===== src/rtl/lsu_mem_master_if.sv =====
// Request/response and memory-port bundle between the execute stage, the
// load/store unit and the word-addressed data memory.
interface lsu_mem_master_if #(
  parameter int ADDR_W = 8
) ();
  logic              req_valid;
  logic              req_ready;
  logic              req_we;
  logic [2:0]        req_funct3;
  logic [31:0]       req_addr;
  logic [31:0]       req_wdata;
  logic              resp_valid;
  logic [31:0]       resp_rdata;
  logic              resp_err;
  logic [ADDR_W-1:0] mem_addr;
  logic              mem_we;
  logic [31:0]       mem_wdata;
  logic [31:0]       mem_rdata;

  modport master (
    input  req_valid, req_we, req_funct3, req_addr, req_wdata, mem_rdata,
    output req_ready, resp_valid, resp_rdata, resp_err, mem_addr, mem_we, mem_wdata
  );

  modport slave (
    output req_valid, req_we, req_funct3, req_addr, req_wdata, mem_rdata,
    input  req_ready, resp_valid, resp_rdata, resp_err, mem_addr, mem_we, mem_wdata
  );
endinterface


===== src/rtl/lsu_mem_master.sv =====
// Load/store initiator: one byte/half/word access per request, sub-word stores
// done as read-modify-write, misaligned/illegal requests answered without touching memory.
module lsu_mem_master #(
  parameter int ADDR_W = 8
) (
  input logic               clk,
  input logic               rst,
  lsu_mem_master_if.master  bus
);

  typedef enum logic [1:0] {
    IDLE  = 2'd0,
    READ  = 2'd1,
    WRITE = 2'd2,
    RESP  = 2'd3
  } state_t;

  localparam logic [2:0] F3_B  = 3'b000;
  localparam logic [2:0] F3_H  = 3'b001;
  localparam logic [2:0] F3_W  = 3'b010;
  localparam logic [2:0] F3_BU = 3'b100;
  localparam logic [2:0] F3_HU = 3'b101;

  function automatic logic req_illegal(input logic we, input logic [2:0] f3, input logic [1:0] lo);
    logic bad_f3;
    logic misal;
    bad_f3 = 1'b1;
    misal  = 1'b0;
    case (f3)
      F3_B: begin
        bad_f3 = 1'b0;
        misal  = 1'b0;
      end
      F3_H: begin
        bad_f3 = 1'b0;
        misal  = lo[0];
      end
      F3_W: begin
        bad_f3 = 1'b0;
        misal  = (lo != 2'b00);
      end
      F3_BU: begin
        bad_f3 = we;
        misal  = 1'b0;
      end
      F3_HU: begin
        bad_f3 = we;
        misal  = lo[0];
      end
      default: begin
        bad_f3 = 1'b1;
        misal  = 1'b0;
      end
    endcase
    return bad_f3 | misal;
  endfunction

  function automatic logic [31:0] load_extract(input logic [31:0] word, input logic [2:0] f3,
                                               input logic [1:0] lane);
    logic [7:0]  b;
    logic [15:0] h;
    logic [31:0] r;
    case (lane)
      2'b00:   b = word[7:0];
      2'b01:   b = word[15:8];
      2'b10:   b = word[23:16];
      2'b11:   b = word[31:24];
      default: b = 8'h00;
    endcase
    h = lane[1] ? word[31:16] : word[15:0];
    case (f3)
      F3_B:    r = {{24{b[7]}}, b};
      F3_H:    r = {{16{h[15]}}, h};
      F3_W:    r = word;
      F3_BU:   r = {24'h000000, b};
      F3_HU:   r = {16'h0000, h};
      default: r = 32'h00000000;
    endcase
    return r;
  endfunction

  // Replaces the addressed byte/half of the old word; a full-word store takes the data as-is.
  function automatic logic [31:0] store_merge(input logic [31:0] old, input logic [31:0] wd,
                                              input logic [2:0] f3, input logic [1:0] lane);
    logic [31:0] r;
    r = old;
    case (f3)
      F3_B: begin
        case (lane)
          2'b00:   r[7:0]   = wd[7:0];
          2'b01:   r[15:8]  = wd[7:0];
          2'b10:   r[23:16] = wd[7:0];
          2'b11:   r[31:24] = wd[7:0];
          default: r        = old;
        endcase
      end
      F3_H: begin
        if (lane[1]) begin
          r[31:16] = wd[15:0];
        end else begin
          r[15:0] = wd[15:0];
        end
      end
      default: r = wd;
    endcase
    return r;
  endfunction

  state_t            state_r;
  logic [ADDR_W-1:0] addr_r;
  logic [1:0]        lane_r;
  logic [2:0]        funct3_r;
  logic              we_r;
  logic [31:0]       wdata_r;
  logic [31:0]       rd_buf_r;
  logic              mem_we_r;
  logic              resp_valid_r;
  logic [31:0]       resp_rdata_r;
  logic              resp_err_r;

  logic accept_s;
  logic req_err_s;
  logic unused_addr_s;

  assign accept_s      = bus.req_valid & bus.req_ready;
  assign req_err_s     = req_illegal(bus.req_we, bus.req_funct3, bus.req_addr[1:0]);
  assign unused_addr_s = ^bus.req_addr[31:ADDR_W+2];

  // Request sequencing FSM with all response/memory controls registered.
  always_ff @(posedge clk) begin
    if (rst) begin
      state_r      <= IDLE;
      addr_r       <= '0;
      lane_r       <= 2'b00;
      funct3_r     <= 3'b000;
      we_r         <= 1'b0;
      wdata_r      <= 32'h00000000;
      rd_buf_r     <= 32'h00000000;
      mem_we_r     <= 1'b0;
      resp_valid_r <= 1'b0;
      resp_rdata_r <= 32'h00000000;
      resp_err_r   <= 1'b0;
    end else begin
      case (state_r)
        IDLE: begin
          resp_valid_r <= 1'b0;
          resp_rdata_r <= 32'h00000000;
          resp_err_r   <= 1'b0;
          mem_we_r     <= 1'b0;
          if (accept_s) begin
            addr_r   <= bus.req_addr[ADDR_W+1:2];
            lane_r   <= bus.req_addr[1:0];
            funct3_r <= bus.req_funct3;
            we_r     <= bus.req_we;
            wdata_r  <= bus.req_wdata;
            if (req_err_s) begin
              state_r      <= RESP;
              resp_valid_r <= 1'b1;
              resp_err_r   <= 1'b1;
            end else if (bus.req_we && (bus.req_funct3 == F3_W)) begin
              state_r  <= WRITE;
              mem_we_r <= 1'b1;
            end else begin
              state_r <= READ;
            end
          end else begin
            state_r <= IDLE;
          end
        end
        READ: begin
          rd_buf_r <= bus.mem_rdata;
          if (we_r) begin
            state_r  <= WRITE;
            mem_we_r <= 1'b1;
          end else begin
            state_r      <= RESP;
            resp_valid_r <= 1'b1;
            resp_rdata_r <= load_extract(bus.mem_rdata, funct3_r, lane_r);
            resp_err_r   <= 1'b0;
          end
        end
        WRITE: begin
          mem_we_r     <= 1'b0;
          state_r      <= RESP;
          resp_valid_r <= 1'b1;
          resp_rdata_r <= 32'h00000000;
          resp_err_r   <= 1'b0;
        end
        RESP: begin
          resp_valid_r <= 1'b0;
          resp_rdata_r <= 32'h00000000;
          resp_err_r   <= 1'b0;
          mem_we_r     <= 1'b0;
          state_r      <= IDLE;
        end
        default: begin
          state_r      <= IDLE;
          mem_we_r     <= 1'b0;
          resp_valid_r <= 1'b0;
        end
      endcase
    end
  end

  // Reset gates the strobe combinationally so a reset landing in WRITE never commits.
  assign bus.req_ready  = (state_r == IDLE) & ~rst;
  assign bus.mem_we     = mem_we_r & ~rst;
  assign bus.mem_addr   = addr_r;
  assign bus.mem_wdata  = store_merge(rd_buf_r, wdata_r, funct3_r, lane_r);
  assign bus.resp_valid = resp_valid_r;
  assign bus.resp_rdata = resp_rdata_r;
  assign bus.resp_err   = resp_err_r;

endmodule

===== src/flat_wrapper.sv =====
// flat-port wrapper written by rule: the top's interface ports become plain ports
module lsu_mem_master_flat 
#(
  parameter int ADDR_W = 8
)
  (clk, rst, bus_req_valid, bus_req_we, bus_req_funct3, bus_req_addr, bus_req_wdata, bus_mem_rdata, bus_req_ready, bus_resp_valid, bus_resp_rdata, bus_resp_err, bus_mem_addr, bus_mem_we, bus_mem_wdata);
  lsu_mem_master_if #(.ADDR_W(ADDR_W)) bus_i ();
  input logic clk;
  input logic rst;
  input wire logic [$bits(bus_i.req_valid)-1:0] bus_req_valid;
  input wire logic [$bits(bus_i.req_we)-1:0] bus_req_we;
  input wire logic [$bits(bus_i.req_funct3)-1:0] bus_req_funct3;
  input wire logic [$bits(bus_i.req_addr)-1:0] bus_req_addr;
  input wire logic [$bits(bus_i.req_wdata)-1:0] bus_req_wdata;
  input wire logic [$bits(bus_i.mem_rdata)-1:0] bus_mem_rdata;
  output wire logic [$bits(bus_i.req_ready)-1:0] bus_req_ready;
  output wire logic [$bits(bus_i.resp_valid)-1:0] bus_resp_valid;
  output wire logic [$bits(bus_i.resp_rdata)-1:0] bus_resp_rdata;
  output wire logic [$bits(bus_i.resp_err)-1:0] bus_resp_err;
  output wire logic [$bits(bus_i.mem_addr)-1:0] bus_mem_addr;
  output wire logic [$bits(bus_i.mem_we)-1:0] bus_mem_we;
  output wire logic [$bits(bus_i.mem_wdata)-1:0] bus_mem_wdata;
  assign bus_i.req_valid = bus_req_valid;
  assign bus_i.req_we = bus_req_we;
  assign bus_i.req_funct3 = bus_req_funct3;
  assign bus_i.req_addr = bus_req_addr;
  assign bus_i.req_wdata = bus_req_wdata;
  assign bus_i.mem_rdata = bus_mem_rdata;
  assign bus_req_ready = bus_i.req_ready;
  assign bus_resp_valid = bus_i.resp_valid;
  assign bus_resp_rdata = bus_i.resp_rdata;
  assign bus_resp_err = bus_i.resp_err;
  assign bus_mem_addr = bus_i.mem_addr;
  assign bus_mem_we = bus_i.mem_we;
  assign bus_mem_wdata = bus_i.mem_wdata;
  lsu_mem_master #(.ADDR_W(ADDR_W)) u_core (.clk(clk), .rst(rst), .bus(bus_i));
endmodule

===== config.mk =====
export PLATFORM = sky130hd
export DESIGN_NAME = lsu_mem_master_flat
export DESIGN_NICKNAME = d
export VERILOG_FILES = /design/src/rtl/lsu_mem_master_if.sv /design/src/rtl/lsu_mem_master.sv /design/src/flat_wrapper.sv
export SDC_FILE = /design/constraint.sdc
export NUM_CORES = 1
export LEC_CHECK = 0
export ABC_AREA = 1
export CELL_PAD_IN_SITES_DETAIL_PLACEMENT = 1
export CELL_PAD_IN_SITES_GLOBAL_PLACEMENT = 1
export CORE_MARGIN = 5
export CORE_UTILIZATION = 33
export CTS_BUF_LIST = sky130_fd_sc_hd__clkbuf_4
export DETAILED_ROUTE_END_ITERATION = 10
export GPL_TIMING_DRIVEN = 0
export PLACE_DENSITY = 0.8
export RECOVER_POWER = 50
export SLEW_MARGIN = 0
export SYNTH_ARGS = -nofsm -noshare
export SYNTH_HDL_FRONTEND = slang
export SYNTH_SLANG_ARGS = --single-unit

===== constraint.sdc =====
create_clock -name clk -period 1.81 [get_ports clk]
set_clock_uncertainty 0.1 [all_clocks]
set_input_delay 0.181 -clock clk [delete_from_list [all_inputs] [get_ports clk]]
set_output_delay 0.181 -clock clk [all_outputs]
set_load 0.005 [all_outputs]

## Word-level counts from Yosys, hierarchy flattened

Index checks and enable logic that the tools add are counted.

- Equality and inequality tests: 16
- Mux-type cells: 30
- Bitwise logic cells: 5
- Reduce and logical (&&, ||, !) cells: 12

Operators with widths:

| operator | count |
|---|---|
| one-hot mux 32 bit (5 select lines) | 1 |
| one-hot mux 32 bit (2 select lines) | 2 |
| two-way mux 16 bit | 3 |
| two-way mux 32 bit | 1 |
| two-way mux 8 bit | 4 |
| one-hot mux 8 bit (4 select lines) | 1 |
| == test 3 bit (second input constant) | 4 |
| two-way mux 1 bit | 9 |
| == test 2 bit (second input constant) | 4 |
| one-hot mux 2 bit (4 select lines) | 1 |
| == test 3 x 1 -> 1 bit (second input constant) | 2 |
| == test 3 x 2 -> 1 bit (second input constant) | 2 |
| logical NOT 3 bit | 2 |
| two-way mux 2 bit | 3 |
| one-hot mux 1 bit (3 select lines) | 2 |
| OR reduction 2 bit | 3 |
| OR reduction 3 bit | 2 |
| == test 2 x 1 -> 1 bit (second input constant) | 2 |
| logical NOT 2 bit | 2 |
| one-hot mux 1 bit (2 select lines) | 2 |
| one-hot mux 1 bit (4 select lines) | 1 |
| bitwise AND 1 bit | 3 |
| inequality test 2 x 1 -> 1 bit (second input constant) | 1 |
| inequality test 2 bit (second input constant) | 1 |
| 5 further kinds | 5 |

- Output and inout port bits: 76
- Bits of input ports: 103
- Bits in registers: 115

## Longest topological paths before layout

- Depth in word-level cells: 7
- Depth in mapped cells: 11

## Worst setup path after synthesis

OpenSTA, ideal clock, no wires.

- Path kind: register to register
- From: register u_core.state_r[0]
- To: register u_core.funct3_r[0]
- Cell stages (with the launch flop): 9
- Clock period less this slack: 1.626 ns
- Required time: 1.582 ns
- Path slack: 0.184 ns
- Library setup time: 0.128 ns
- Arrival: 1.397 ns
- Cell sequence: dfxtp_1 > inv_1 > ha_1 > inv_1 > nor2_1 > nand2_1 > clkbuf_1 > clkbuf_1 > a21oi_1

- Longest elaborated chain between the ends: 4

Ends and longest elaborated chain:

| item | RTL line | source |
|---|---|---|
| start, declared | lsu_mem_master.sv:109 | `state_t state_r;` |
| start signal, assigned | lsu_mem_master.sv:132 | `state_r <= IDLE;` |
| start signal, assigned | lsu_mem_master.sv:157 | `state_r <= RESP;` |
| start signal, assigned | lsu_mem_master.sv:161 | `state_r <= WRITE;` |
| logical NOT 2 bit | lsu_mem_master.sv:206 | `assign bus.req_ready = (state_r == IDLE) & ~rst;` |
| bitwise AND 1 bit | lsu_mem_master.sv:206 |  |
| net bus_req_ready | flat_wrapper.sv:16 | `output wire logic [$bits(bus_i.req_ready)-1:0] bus_req_ready;` |
| bitwise AND 1 bit | lsu_mem_master.sv:125 | `assign accept_s = bus.req_valid & bus.req_ready;` |
| AND reduction 2 bit (no source line) | - |  |
| end signal, assigned | lsu_mem_master.sv:153 | `funct3_r <= bus.req_funct3;` |
| end, declared | lsu_mem_master.sv:112 | `logic [2:0] funct3_r;` |

The timed path passes the listed nets, and every way through them passes these cells.
A chain may end at the register's enable or synchronous reset.

## Worst setup path in the final report

- From: register u_core.funct3_r[1]
- To: output port bus_mem_wdata[8]

- Longest elaborated chain between the ends: 2

Ends and longest elaborated chain:

| item | RTL line | source |
|---|---|---|
| == test 3 x 1 -> 1 bit or logical NOT 3 bit (tied branches) | lsu_mem_master.sv:87 | `case (f3)` |
| one-hot mux 32 bit (2 select lines) (*) | lsu_mem_master.sv:87 |  |
| end, declared | flat_wrapper.sv:22 | `output wire logic [$bits(bus_i.mem_wdata)-1:0] bus_mem_wdata;` |

Every way passes the cells marked *; elsewhere a longest branch is shown, timed or not.

==> flow_summary.json <==
{
  "violations": "negative setup slack",
  "grt.total_usage_pct": 23.8,
  "cpPeakStageDelay_ns": 0.38,
  "period_minus_slack_ns": 2.36,
  "drv_slew": 0,
  "critPathSlowestCell": "dfxtp_4",
  "grt_max_degree": 17,
  "start_util_pct": 33.8,
  "area_growth_pct": 51.0,
  "top_usage_layer": "met2",
  "cts_root_buffer": "clkbuf_4",
  "cts_buffer_depth": 2,
  "grt_remaining_overflow": 0,
  "dr.pass1.iters": 5,
  "period_share_pct": 130,
  "hpwl_um": 17300,
  "timing.rr.start": "u_core.state_r[1]$_SDFF_PP0_",
  "finalWorstSetupSlack_ns": -0.552,
  "max_freq_ghz": 0.423,
  "grt_pass1_vias": 6856,
  "layout_commonest_cell": "nand2_1",
  "multi_input_comb_area_sq_um": 3120,
  "rsz0062_at_grt": "true",
  "antenna_found_initial": 0,
  "required_ns": 1.53,
  "seq_area_frac_synth_pct": 40.9,
  "gp_congestion": 0.906,
  "synthCells": 847,
  "met1_usage_pct": 28.7,
  "ys_top_cells_by_area": "dfxtp_1 (41%), nand2_1 (16%), a21oi_1 (9.7%)",
  "clock_sinks": 115,
  "n_fill_cell": 2107,
  "wirelength_um": 24800,
  "path_cells": "inv_6, nand2_8, buf_8, nor2_4, nor2_2, inv_2, buf_6, nand3_1, o211ai_1, buf_2",
  "finalHoldViolations": 0,
  "syn_area_per_cell_sq_um": 6.65,
  "drc": 0,
  "synthesis.area_sq_um": 5630,
  "ctsHtreeMaxLevel": 4,
  "p_leak_nw": 3.59,
  "startpoint": "u_core.funct3_r[1]$_SDFFE_PP0P_",
  "grtUsageMet3_pct": 6.20,
  "rows": 47,
  "cp.arrival_ns": 2.08,
  "vias": 6703,
  "diodes": 0,
  "final_area_sq_um": 8500,
  "min-delay-start": "bus_req_addr[6]",
  "nNetsFinal": 1160,
  "cts_made_buffers": 17,
  "relSlewSlack_pct": 66.1,
  "totalPowerFinal_mw": 6.92,
  "hold_class": "primary input to register",
  "die-area_sq_um": 19800,
  "ant_nets": 0,
  "mostFrequentLayoutCells": "nand2_1 (223), clkdlybuf4s50_1 (120), dfxtp_1 (110)",
  "critPathCaptureType": "output port",
  "clk_latency_ns": 0.54,
  "status": "complete, but fails checks",
  "routed_via_density": 5.21,
  "die_w_um": 141,
  "ir_worst_vdd_v": 0.000409,
  "yosysWarnings": 0,
  "critical_path_class": "register to output port",
  "yosys_register_bits": 115,
  "startpoint_type": "register",
  "io_buffer_count": 156,
  "use_met2_pct": 40.0,
  "path_max_fanout": 5,
  "ys_types": 30,
  "regArea_sq_um": 2320,
  "ios": 179,
  "drt-initial-drc-count": 573,
  "setup_viol": 60,
  "wire_per_inst_um": 19.3,
  "dpl_cell_area_sq_um": 7470,
  "die_y_um": 141,
  "worstMarginPinSlew_ns": 0.509,
  "cts_tree": "built",
  "cap_violations": 0,
  "core_sq_um": 16600,
  "post_route_cells_drive_above_1_share_pct": 19.5,
  "grt_pass1_wl_um": 36800,
  "netlist.top_cell.by_area": "dfxtp_1",
  "power-per-cell-area_nw_per_um2": 814,
  "synth_top_area_share_pct": 40.9,
  "clk_pin_slew_ns": 0.10,
  "synth_nets": 954
}
## timing repair
action                                  CTS  global route
cloned                                    3             0
pin swaps                                21            20
hold buffers                              0             0
gates resized for setup                 249            60
setup buffers                            22             7
endpoints found under the setup margin  112           115
## cell usage after synthesis (all sizes together)
| cell | instances |
|---|---|
| nor2 | 72 |
| a32oi | 4 |
| nand4 | 10 |
| a21oi | 109 |
| nand2 | 238 |
| o21bai | 1 |
| dfxtp | 115 |
| clkbuf | 30 |
| buf | 21 |
| nor3 | 4 |
| o221ai | 5 |
| nand3 | 38 |
| clkinv | 1 |
| a22oi | 8 |
| ha | 4 |
| o21ai | 83 |
| a31oi | 1 |
| o211ai | 12 |
| inv | 91 |
## sequential cells by signal, indices dropped and copies added, names as in the netlist
register,count
u_core.bus.resp_rdata,32
u_core.rd_buf_r,32
u_core.wdata_r,32
u_core.bus.mem_addr,8
u_core.funct3_r,3
u_core.lane_r,2
u_core.state_r,2
u_core.bus.resp_err,1
u_core.bus.resp_valid,1
u_core.mem_we_r,1
u_core.we_r,1
## report_power, final
group          switching [mW]  internal, mW  leakage (nW)
Combinational            1.12         0.879          2.49
Sequential              0.134          2.69         0.942
Clock                    1.02          1.08         0.157
Total                    2.27          4.64          3.59
## worst max-delay path: cells and delay by family, from the launching register on
| family | cells | cell delay [ns] |
|---|---|---|
| buffers and inverters | 5 | 0.68 |
| flip-flops | 1 | 0.38 |
| AO/OA/AOI/OAI | 1 | 0.19 |
| AND/OR/NAND/NOR | 4 | 0.29 |
## kinds of logic after synthesis
group	after synthesis	share of synthesized area, %
compound gates	223	21.4
fa+ha+maj	4	0.889
buf+inv	143	10.2
flops	115	40.9
simple gates	362	26.6
## final cells by class
| cell class | instances | share of cell area [%] |
|---|---|---|
| tap | 220 | 3.24 |
| clock inverter | 14 | 1.97 |
| multi-input combinational | 589 | 36.7 |
| clock buffer | 18 | 1.59 |
| buffer | 50 | 4.14 |
| timing repair buffer | 188 | 20.6 |
| sequential | 115 | 27.3 |
| inverter | 92 | 4.45 |
## metal layers
metal	share of wire, %	vias up
li1	-	3177
met1	41	3183
met2	48	265
met3	7.0	78
met4	3.9	0
met5	0	-
## path summary, 6_finish.rpt
path	end	slack (ns)	cells after the start
setup / recovery	bus_mem_wdata[8]	-0.55	10
hold / removal	u_core.bus.mem_addr[4]$_SDFFE_PP0P_	0.07	3
setup reg to reg	u_core.bus.resp_rdata[17]$_SDFFE_PP0P_	-0.11	10
hold reg to reg	u_core.bus.resp_rdata[22]$_SDFFE_PP0P_	0.36	2
## per-stage QoR
stage                     setup TNS [ns]  util [%]  std cells  setup slack (ns)  hold slack, ns
final                             -16.16      51.1       1286            -0.552          0.0691
after global routing              -26.77      51.1       1286            -0.654          0.0380
after CTS                         -13.55      50.0       1280            -0.552          0.0399
after detailed placement          -38.13      44.9       1223            -0.692           0.352
after global placement            -35.54      44.9       1223            -0.676           0.344
after floorplan                        0         -        847             0.184           0.192
No activity file was read; power rests on OpenSTA's default activity.
